[config.mk]
export PLATFORM = sky130hd
export DESIGN_NAME = mem_arbiter
export DESIGN_NICKNAME = d
export VERILOG_FILES = /design/src/rtl/mem_arb_pkg.sv /design/src/rtl/mem_arb_rr.sv /design/src/rtl/mem_arbiter.sv
export SDC_FILE = /design/constraint.sdc
export NUM_CORES = 1
export LEC_CHECK = 0
export CAP_MARGIN = 15
export CELL_PAD_IN_SITES_DETAIL_PLACEMENT = 1
export CELL_PAD_IN_SITES_GLOBAL_PLACEMENT = 1
export CORE_ASPECT_RATIO = 2
export CORE_MARGIN = 5
export CORE_UTILIZATION = 30
export DETAILED_ROUTE_END_ITERATION = 10
export GPL_ROUTABILITY_DRIVEN = 0
export PLACE_DENSITY_LB_ADDON = 0.2
export REMOVE_ABC_BUFFERS = 1
export SYNTH_ARGS = -nofsm -noshare
export SYNTH_HDL_FRONTEND = slang
export SYNTH_HIERARCHICAL = 1
export SYNTH_SLANG_ARGS = --single-unit
[constraint.sdc]
create_clock -name clock -period 2.1 [get_ports clock]
set_input_delay 0.42 -clock clock [delete_from_list [all_inputs] [get_ports clock]]
set_output_delay 0.42 -clock clock [all_outputs]
set_load 0.005 [all_outputs]
[src/rtl/mem_arb_pkg.sv]
// Shared types for the byte-serialising memory arbiter: FSM states, len
// encoding, the latched transfer descriptor and byte-lane helpers.
package mem_arb_pkg;

  localparam int ARCH_SIZE = 16;

  typedef enum logic [1:0] {
    IDLE = 2'd0,
    XFER = 2'd1,
    DONE = 2'd2
  } state_t;

  // len is byte count minus one; the byte index inside a word uses the same code.
  localparam logic [1:0] LEN_1B = 2'd0;
  localparam logic [1:0] LEN_2B = 2'd1;
  localparam logic [1:0] LEN_3B = 2'd2;
  localparam logic [1:0] LEN_4B = 2'd3;

  typedef struct packed {
    logic        we;
    logic [1:0]  len;
    logic [31:0] wdata;
  } xfer_t;

  function automatic logic [7:0] byte_lane(input logic [31:0] w, input logic [1:0] idx);
    case (idx)
      LEN_1B:  byte_lane = w[7:0];
      LEN_2B:  byte_lane = w[15:8];
      LEN_3B:  byte_lane = w[23:16];
      LEN_4B:  byte_lane = w[31:24];
      default: byte_lane = 8'h00;
    endcase
  endfunction

  function automatic logic [31:0] set_lane(input logic [31:0] w, input logic [1:0] idx,
                                           input logic [7:0] b);
    set_lane = w;
    case (idx)
      LEN_1B:  set_lane[7:0]   = b;
      LEN_2B:  set_lane[15:8]  = b;
      LEN_3B:  set_lane[23:16] = b;
      LEN_4B:  set_lane[31:24] = b;
      default: set_lane        = w;
    endcase
  endfunction

endpackage

[src/rtl/mem_arb_rr.sv]
// Two-way round-robin grant: on a tie the requester that did not win last time wins.
// Latency: purely combinational. Backpressure: none; caller samples only when it can accept.
module mem_arb_rr (
  input  logic req0,
  input  logic req1,
  input  logic last_grant,
  output logic grant_valid,
  output logic grant_id
);

  always_comb begin
    grant_valid = req0 | req1;
    if (req0 && req1) begin
      grant_id = ~last_grant;
    end else begin
      grant_id = req1;
    end
  end

endmodule

[src/rtl/mem_arbiter.sv]
// Shares one byte-wide memory port between fetch (0) and data (1), serialising 1-4 byte LE transfers.
// Latency: strobes 1 cycle after grant, done 1 cycle after the final ready.
// Backpressure: each byte cycle holds address/strobes/data until memory returns ready.
module mem_arbiter
  import mem_arb_pkg::*;
#(
  parameter int ADDR_W = ARCH_SIZE
) (
  input  logic              clock,
  input  logic              reset_n,
  input  logic              req0,
  input  logic              req1,
  input  logic              we0,
  input  logic              we1,
  input  logic [ADDR_W-1:0] addr0,
  input  logic [ADDR_W-1:0] addr1,
  input  logic [1:0]        len0,
  input  logic [1:0]        len1,
  input  logic [31:0]       wdata0,
  input  logic [31:0]       wdata1,
  output logic [31:0]       rdata0,
  output logic [31:0]       rdata1,
  output logic              done0,
  output logic              done1,
  input  logic              ready,
  output logic [ADDR_W-1:0] address,
  output logic              read,
  input  logic [7:0]        read_value,
  output logic              write,
  output logic [7:0]        write_value
);

  state_t            state_q, state_d;
  logic              grant_valid, grant_id;
  logic              last_grant_q, last_grant_d;
  logic              gnt_q, gnt_d;
  xfer_t             xfer_q, xfer_d, sel_xfer;
  logic [ADDR_W-1:0] sel_addr;
  logic [1:0]        byte_idx_q, byte_idx_d, nxt_idx;
  logic              last_byte;
  logic [31:0]       rd_word;

  logic [ADDR_W-1:0] address_d;
  logic              read_d, write_d;
  logic [7:0]        write_value_d;
  logic              done0_d, done1_d;
  logic [31:0]       rdata0_d, rdata1_d;

  mem_arb_rr u_rr (
    .req0        (req0),
    .req1        (req1),
    .last_grant  (last_grant_q),
    .grant_valid (grant_valid),
    .grant_id    (grant_id)
  );

  always_comb begin
    sel_xfer.we    = grant_id ? we1    : we0;
    sel_xfer.len   = grant_id ? len1   : len0;
    sel_xfer.wdata = grant_id ? wdata1 : wdata0;
    sel_addr       = grant_id ? addr1  : addr0;
  end

  assign last_byte = (byte_idx_q == xfer_q.len);
  assign nxt_idx   = byte_idx_q + 2'd1;
  assign rd_word   = set_lane(gnt_q ? rdata1 : rdata0, byte_idx_q, read_value);

  // State register
  always_ff @(posedge clock) begin
    if (!reset_n) begin
      state_q <= IDLE;
    end else begin
      state_q <= state_d;
    end
  end

  // Next-state logic; requests are only looked at in IDLE, so nothing pre-empts a transfer
  always_comb begin
    state_d = state_q;
    case (state_q)
      IDLE:    if (grant_valid) state_d = XFER;
      XFER:    if (ready && last_byte) state_d = DONE;
      DONE:    state_d = IDLE;
      default: state_d = IDLE;
    endcase
  end

  // Output logic: next values for every registered output and datapath register
  always_comb begin
    gnt_d         = gnt_q;
    xfer_d        = xfer_q;
    byte_idx_d    = byte_idx_q;
    last_grant_d  = last_grant_q;
    address_d     = address;
    read_d        = read;
    write_d       = write;
    write_value_d = write_value;
    done0_d       = 1'b0;
    done1_d       = 1'b0;
    rdata0_d      = rdata0;
    rdata1_d      = rdata1;

    case (state_q)
      IDLE: begin
        if (grant_valid) begin
          gnt_d         = grant_id;
          xfer_d        = sel_xfer;
          byte_idx_d    = 2'd0;
          address_d     = sel_addr;
          read_d        = ~sel_xfer.we;
          write_d       = sel_xfer.we;
          write_value_d = sel_xfer.wdata[7:0];
          if (grant_id) begin
            rdata1_d = '0;
          end else begin
            rdata0_d = '0;
          end
        end
      end
      XFER: begin
        if (ready) begin
          if (!xfer_q.we) begin
            if (gnt_q) begin
              rdata1_d = rd_word;
            end else begin
              rdata0_d = rd_word;
            end
          end
          if (last_byte) begin
            read_d  = 1'b0;
            write_d = 1'b0;
            done0_d = ~gnt_q;
            done1_d = gnt_q;
          end else begin
            // Strobes stay up so the next byte cycle starts immediately
            byte_idx_d    = nxt_idx;
            address_d     = address + ADDR_W'(1);
            write_value_d = byte_lane(xfer_q.wdata, nxt_idx);
          end
        end
      end
      DONE: begin
        last_grant_d = gnt_q;
      end
      default: begin
        read_d  = 1'b0;
        write_d = 1'b0;
      end
    endcase
  end

  always_ff @(posedge clock) begin
    if (!reset_n) begin
      last_grant_q <= 1'b1;
      gnt_q        <= 1'b0;
      xfer_q       <= '0;
      byte_idx_q   <= 2'd0;
      address      <= '0;
      read         <= 1'b0;
      write        <= 1'b0;
      write_value  <= 8'h00;
      done0        <= 1'b0;
      done1        <= 1'b0;
      rdata0       <= '0;
      rdata1       <= '0;
    end else begin
      last_grant_q <= last_grant_d;
      gnt_q        <= gnt_d;
      xfer_q       <= xfer_d;
      byte_idx_q   <= byte_idx_d;
      address      <= address_d;
      read         <= read_d;
      write        <= write_d;
      write_value  <= write_value_d;
      done0        <= done0_d;
      done1        <= done1_d;
      rdata0       <= rdata0_d;
      rdata1       <= rdata1_d;
    end
  end

endmodule

==> results_dict.tcl <==
set metrics [dict create \
    status "complete, no violations" \
    placed_area_um2 9480 \
    netlist_instances 832 \
    clock_latency_ps 420 \
    crit_required_ps 2440 \
    synthTopCellsByArea "dfxtp_1 (39%), mux2i_1 (14%), nand2_1 (8.3%), a21oi_1 (7.2%), nor2_1 (5.6%)" \
    grt_pass1_wl_mm 37.0 \
    yosys_register_bits 133 \
    nNetsFinal 1160 \
    grt_usage 0.183 \
    die_h_um 222 \
    synth_edf_count 0 \
    start_util 0.304 \
    tns_ps 0 \
    yosysTopAreaCell "dfxtp_1" \
    syn_area_um2 6740 \
    critical_path.max_stage_delay_ps 560 \
    grt_remaining_overflow 0 \
    max_slew.worst_pin.slew_ps 758 \
    drtAntennaViolNets 0 \
    antenna_cells 0 \
    cts_resized 0 \
    synth_cell_type_count 48 \
    hold_buffers 0 \
    slowest_stage "or4_4" \
    clockRootBuffer "clkbuf_16" \
    vias 6617 \
    clock-sinks 133 \
    routed_via_density 4.99 \
    register_area_um2 2660 \
    multi_input_area_um2 3780 \
    fin_cells 1326 \
    synth-warning-count 6 \
    min_period_ps 1960 \
    synth_top_area_frac 0.395 \
    fin_area_um2 10100 \
    wire_per_inst_um 17.7 \
    fin_skew_ps 9.00 \
    row_count 77 \
    rsz0062_at_grt "false" \
    htreeDepth 4 \
    syn_avg_cell_area_um2 8.11 \
    path_class "register to register" \
    io_buffers 206 \
    maxCapViolCount 0 \
    fillCellCount 2587 \
    post-synth-top-count-cell "nand2_1" \
    syn2layout_area_growth_pct 50.0 \
    antenna_found_initial 0 \
    cp_max_fo 3 \
    max-slew-margin-rel 0.495 \
    start_kind "register" \
    min_path_cells 2 \
    synth_flop_cell "dfxtp_1" \
    finalSetupViolCount 0 \
    ys_seq_area_frac 0.395 \
    initialDrtViolationCount 203 \
    holdWs_ps 468 \
    fmax_mhz 511 \
    drt_wl_total_mm 23.4 \
    vdd_drop_max_mv 0.401 \
    cts_tree "yes" \
    path_clk_slew_ps 60 \
    dp_cells 1294 \
    leakage_nw 3.66 \
    core-area_um2 22200 \
    fin_crit_sh 0.932 \
    p_per_area_nw_per_um2 751 \
    cts_max_path_buffers 2 \
    async_flop_share 0 \
    cts_setup_buffers 0 \
    critical_path.cell_chain "nand4_1 > or3_1 > or4_4 > o31a_1 > o22ai_1" \
    dieArea_um2 25800 \
    first_global_vias 6876 \
    arrival_ps 2300 \
    dp_hpwl_mm 17.2 \
    ios 207 \
    numCtsBuffers 17 \
    rr_worst_depth 5 \
    hp-class "register to register" \
    dr.pass1.iters 5 \
    drive_above_1_share 0.114 \
    drc_errors 0 \
    synth_common_cells "nand2_1 (149), dfxtp_1 (133), nor2_1 (101)" \
    hold_violations 0 \
    grt_max_degree 42 \
    final_util 0.457 \
    report.final.slew_viol_count 0 \
    die_x_um 116 \
    end_kind "register" \
]
[cell type report]
cell class	instances	share of cell area
clock inverter	12	0.0176
sequential	133	0.263
timing repair buffer	256	0.261
inverter	15	0.00569
multi-input combinational	614	0.373
clock buffer	20	0.0451
tap	276	0.0341
[sequential cells by signal, summed over array words and instances (netlist names)]
signal and cells:
xfer_q 35, last_grant_q 1, write 1, done1 1, write_value 8, read 1
rdata0 32, rdata1 32, gnt_q 1, state_q 2, byte_idx_q 2, address 16
done0 1
[report_power, final]
| part | leakage [nW] | internal [W] | total, W | switching (W) |
|---|---|---|---|---|
| logic | 2.28 | 0.000788 | 0.00157 | 0.000786 |
| registers | 1.09 | 0.00269 | 0.00281 | 0.000112 |
| clock network | 0.298 | 0.00205 | 0.00322 | 0.00117 |
| total | 3.66 | 0.00553 | 0.00760 | 0.00206 |
[kinds of logic (layout without fill, tap and decap cells)]
logic type | count (synthesis) | after routing | share of synthesized area
DFF | 133 | 133 | 0.395
muxes | 125 | 125 | 0.192
and+or+nand+nor | 284 | 284 | 0.171
AOI/OAI and AO/OA | 195 | 195 | 0.175
adders and majority gates | 8 | 8 | 0.0148
buffers and inverters | 85 | 303 | 0.0499
xor gates and xnor gates | 2 | 2 | 0.00260
[layout by cell type, fill, tap and decap left out, types with 12 or more instances in the layout]
| cell type | instances |
|---|---|
| clkdlybuf4s50_1 | 206 |
| buf_12 | 16 |
| clkbuf_16 | 17 |
| dfxtp_1 | 132 |
| a21oi_1 | 97 |
| nor2_1 | 100 |
| mux2_2 | 29 |
| nand2_1 | 149 |
| buf_4 | 34 |
| mux2i_1 | 91 |
| o21ai_1 | 17 |
| a211oi_1 | 35 |
| o21ai_0 | 12 |
| inv_1 | 14 |
[worst paths after layout]
check | endpoint | startpoint | slack, ps
setup / recovery | address[15] | address[3] | 140
hold / removal | rdata0[14] | rdata0[14] | 470
setup reg to reg | address[15] | address[3] | 140
hold reg to reg | rdata0[14] | rdata0[14] | 470
[layer usage]
| layer | share of wire | vias to the layer above | track usage |
|---|---|---|---|
| li1 | - | 3303 | - |
| met2 | 0.57 | 148 | 0.358 |
| met1 | 0.37 | 3145 | 0.191 |
| met3 | 0.042 | 21 | 0.0344 |
| met5 | 0 | - | 0 |
| met4 | 0.013 | 0 | 0.0480 |
[critical path: cells and delay by family (launching register included)]
family	cells	cell delay, ps
simple gates	3	1130
compound gates	2	400
flops	1	350
[per-stage QoR]
stage	power (W)	worst slack (ps)
after floorplan	0.00356	-3670
after global placement	0.00444	-150
after detailed placement	0.00446	-171
after CTS	0.00773	133
after global routing	0.00796	35.5
final	0.00760	142
No activity file was read; power rests on OpenSTA's default activity.
